### src/rtl/mux_2to1_if.sv
// mux_2to1_if: bundles the data inputs, select line and both outputs of the
// 2:1 word multiplexer. The master side drives a, b and sel; the slave side
// (the mux itself) drives y and y_q.
interface mux_2to1_if #(
    parameter int WIDTH = 32
);
    logic [WIDTH-1:0] a;
    logic [WIDTH-1:0] b;
    logic             sel;
    logic [WIDTH-1:0] y;
    logic [WIDTH-1:0] y_q;

    modport master (
        output a,
        output b,
        output sel,
        input  y,
        input  y_q
    );

    modport slave (
        input  a,
        input  b,
        input  sel,
        output y,
        output y_q
    );
endinterface

### src/rtl/mux_2to1.sv
// mux_2to1: whole-word 2:1 multiplexer for datapath selection points.
//   sel = 1 -> y = a, sel = 0 -> y = b, purely combinational.
// Optional feature macro: MUX_OUTPUT_REG_EN
//   defined   : y_q is y delayed by one clk edge, synchronous active-high
//               reset to 0 (reset wins over capture).
//   undefined : no flops; y_q is wired straight to y and clk/rst are unused.
// The port list is the same in both builds.
module mux_2to1 #(
    parameter int WIDTH = 32
) (
    input  logic       clk,
    input  logic       rst,
    mux_2to1_if.slave  bus
);

    // Stage 0: combinational select. The conditional operator is used on
    // purpose so an unknown sel merges a and b bitwise in simulation instead
    // of being coerced to one side.
    logic [WIDTH-1:0] y_p0;

    assign y_p0  = bus.sel ? bus.a : bus.b;
    assign bus.y = y_p0;

`ifdef MUX_OUTPUT_REG_EN
    // Stage 1: registered copy of the selected word.
    logic [WIDTH-1:0] y_p1;

    // Capture the selected word every edge; reset forces zero and has priority.
    always_ff @(posedge clk) begin
        if (rst) begin
            y_p1 <= '0;
        end else begin
            y_p1 <= y_p0;
        end
    end

    assign bus.y_q = y_p1;
`else
    // Pass-through build: y_q follows y with zero latency. clk and rst stay on
    // the port list for a uniform interface but drive nothing.
    logic unused_clk_rst;

    assign unused_clk_rst = clk ^ rst;
    assign bus.y_q        = y_p0;
`endif

endmodule

### src/flat_wrapper.sv
// flat-port wrapper written by rule: the top's interface ports become plain ports
module mux_2to1_flat 
#(
    parameter int WIDTH = 32
)
  (clk, rst, bus_a, bus_b, bus_sel, bus_y, bus_y_q);
  mux_2to1_if #(.WIDTH(WIDTH)) bus_i ();
  input  logic clk;
  input  logic rst;
  input wire logic [$bits(bus_i.a)-1:0] bus_a;
  input wire logic [$bits(bus_i.b)-1:0] bus_b;
  input wire logic [$bits(bus_i.sel)-1:0] bus_sel;
  output wire logic [$bits(bus_i.y)-1:0] bus_y;
  output wire logic [$bits(bus_i.y_q)-1:0] bus_y_q;
  assign bus_i.a = bus_a;
  assign bus_i.b = bus_b;
  assign bus_i.sel = bus_sel;
  assign bus_y = bus_i.y;
  assign bus_y_q = bus_i.y_q;
  mux_2to1 #(.WIDTH(WIDTH)) u_core (.clk(clk), .rst(rst), .bus(bus_i));
endmodule
### config.mk
export PLATFORM = sky130hd
export DESIGN_NAME = mux_2to1_flat
export DESIGN_NICKNAME = d
export VERILOG_FILES = /design/src/rtl/mux_2to1_if.sv /design/src/rtl/mux_2to1.sv /design/src/flat_wrapper.sv
export SDC_FILE = /design/constraint.sdc
export NUM_CORES = 1
export LEC_CHECK = 0
export CAP_MARGIN = 20
export CORE_UTILIZATION = 23
export DETAILED_ROUTE_END_ITERATION = 8
export PLACE_DENSITY = 0.95
export SYNTH_ARGS = -nofsm -noshare
export SYNTH_HDL_FRONTEND = slang
export SYNTH_SLANG_ARGS = --single-unit
### constraint.sdc
create_clock -name vclk -period 1.1
set_clock_uncertainty 0.05 [all_clocks]
set_input_delay 0.11 -clock vclk [all_inputs]
set_output_delay 0.11 -clock vclk [all_outputs]
set_load 0.03 [all_outputs]
==> results_dict.tcl <==
set metrics [dict create \
    globalRouteTotalUtil 0.130 \
    yosysSeqAreaShare 0 \
    critPathLaunchType "input pin" \
    gp_congestion 0.693 \
    critical_path_required_ns 0.94 \
    avgViaCountPerCell 4.13 \
    seq_area_um2 0 \
    grt_pass1_vias 875 \
    crit_path_max_fanout 2 \
    cap_violations 0 \
    fin_ws_ns 0.00561 \
    n_antenna_cell 0 \
    fin_crit_ns 1.09 \
    syn_area_um2 785 \
    rows 20 \
    slew_violations 0 \
    grt_max_degree 12 \
    final_common_cell "buf_6" \
    synth_cell_type_count 5 \
    syn_area_per_cell_um2 11.5 \
    drt_wl_total_mm 3.17 \
    period_share 0.995 \
    worstHoldPathCells 3 \
    dpl.hpwl_mm 2.17 \
    power_density_nw_per_um2 609 \
    p_leak_nw 1.39 \
    io_pins 131 \
    hold_viol 0 \
    vias 859 \
    relSlewSlack 0.925 \
    nClkBuffers 0 \
    pre_cts_slack_ns -0.0332 \
    end_kind "output port" \
    setup_violations 0 \
    die-area_um2 3650 \
    port_buffers 129 \
    yosys_warnings 0 \
    grt_pass1_wl_mm 3.68 \
    hold-path-endpoint "bus_y_q[12]" \
    cp.arrival_ns 0.93 \
    synth_cells 68 \
    status "finished, final reports clean" \
    setup_tns_ns 0 \
    fin_nets 233 \
    tightest_slew_ns 0.112 \
    mostFrequentLayoutCells "64 x buf_6, 49 x dlymetal6s2s_1, 32 x mux2_4, 8 x clkdlybuf4s50_1, 7 x dlygate4sd2_1" \
    post_cts_buffers 0 \
    antenna_found_initial 0 \
    critPathKind "input pin to output port" \
    wire_per_inst_um 15.2 \
    syn_to_final_growth_pct 165 \
    peakVddDrop_uv 361 \
    finalPower_w 0.00127 \
    overflow 0 \
    drc 0 \
    drt_first_iter_violations 3 \
    nFlopsAndLatches 0 \
    fmax_mhz 914 \
    ant_nets 0 \
    hold_class "input pin to output port" \
    firstDrtPassIters 2 \
    cts_hold_buf 0 \
    core_area_um2 3150 \
    hp-start "bus_b[12]" \
    drive_above_1_share 0.610 \
    die_w_um 60.4 \
    synth_fp_nets 135 \
    die_y_um 60.4 \
    start_util 0.249 \
]
[cell usage after synthesis]
cell / count / share of area
buf_6: 1 / 0.014
mux2_4: 30 / 0.57
mux2_2: 2 / 0.029
buf_12: 3 / 0.077
buf_4: 32 / 0.31
[logic make-up after synthesis]
group    synth area share
mux                 0.603
buf+inv             0.397
[final cells by class]
| cell class | count | area, um2 |
|---|---|---|
| multi-input combinational | 32 | 480 |
| tap | 44 | 55.1 |
| timing repair buffer | 132 | 1550 |
| fill | 243 | 1070 |
[repair_timing]
item | CTS | global route
endpoints found under the setup margin | 64 | 58
gates resized for setup | 59 | 67
cloned | 1 | 0
[metrics by stage]
stage          utilization  cells  cell area [um2]  hold WS (ns)
2_1_floorplan            -     68              785         0.356
3_3_place_gp         0.533    207             1680         0.815
3_5_place_dp         0.533    207             1680         0.816
4_1_cts              0.600    208             1890         0.643
5_1_grt              0.660    208             2080         0.543
6_report             0.660    208             2080         0.531
[power breakdown]
part | switching [W] | leakage (nW) | internal [W]
Sequential | 0 | 0 | 0
Clock | 0 | 0 | 0
Combinational | 0.000607 | 1.39 | 0.000660
[per-layer routing]
metal	up-vias	global-route usage	share of wire
li1	392	-	-
met1	389	0.108	0.30
met2	74	0.305	0.57
met3	4	0.0213	0.11
met4	0	0.0166	0.010
met5	-	0	0
[worst max path at each step]
stage | start | end | slack (ns) | cells past startpoint
after CTS | bus_a[15] | bus_y[15] | -0.02 | 3
after global routing | bus_a[3] | bus_y_q[3] | -0.01 | 3
final | bus_b[0] | bus_y_q[0] | 0.006 | 3
after detailed placement | bus_b[22] | bus_y_q[22] | -0.03 | 3
after floorplan | bus_sel | bus_y_q[0] | 0.04 | 4
after global placement | bus_b[22] | bus_y_q[22] | -0.04 | 3
[worst max-delay path: stages]
cell and delay, ns:
clkdlybuf4s50_1 0.40, mux2_4 0.28, buf_6 0.14
(Power assumes the default switching activity.)
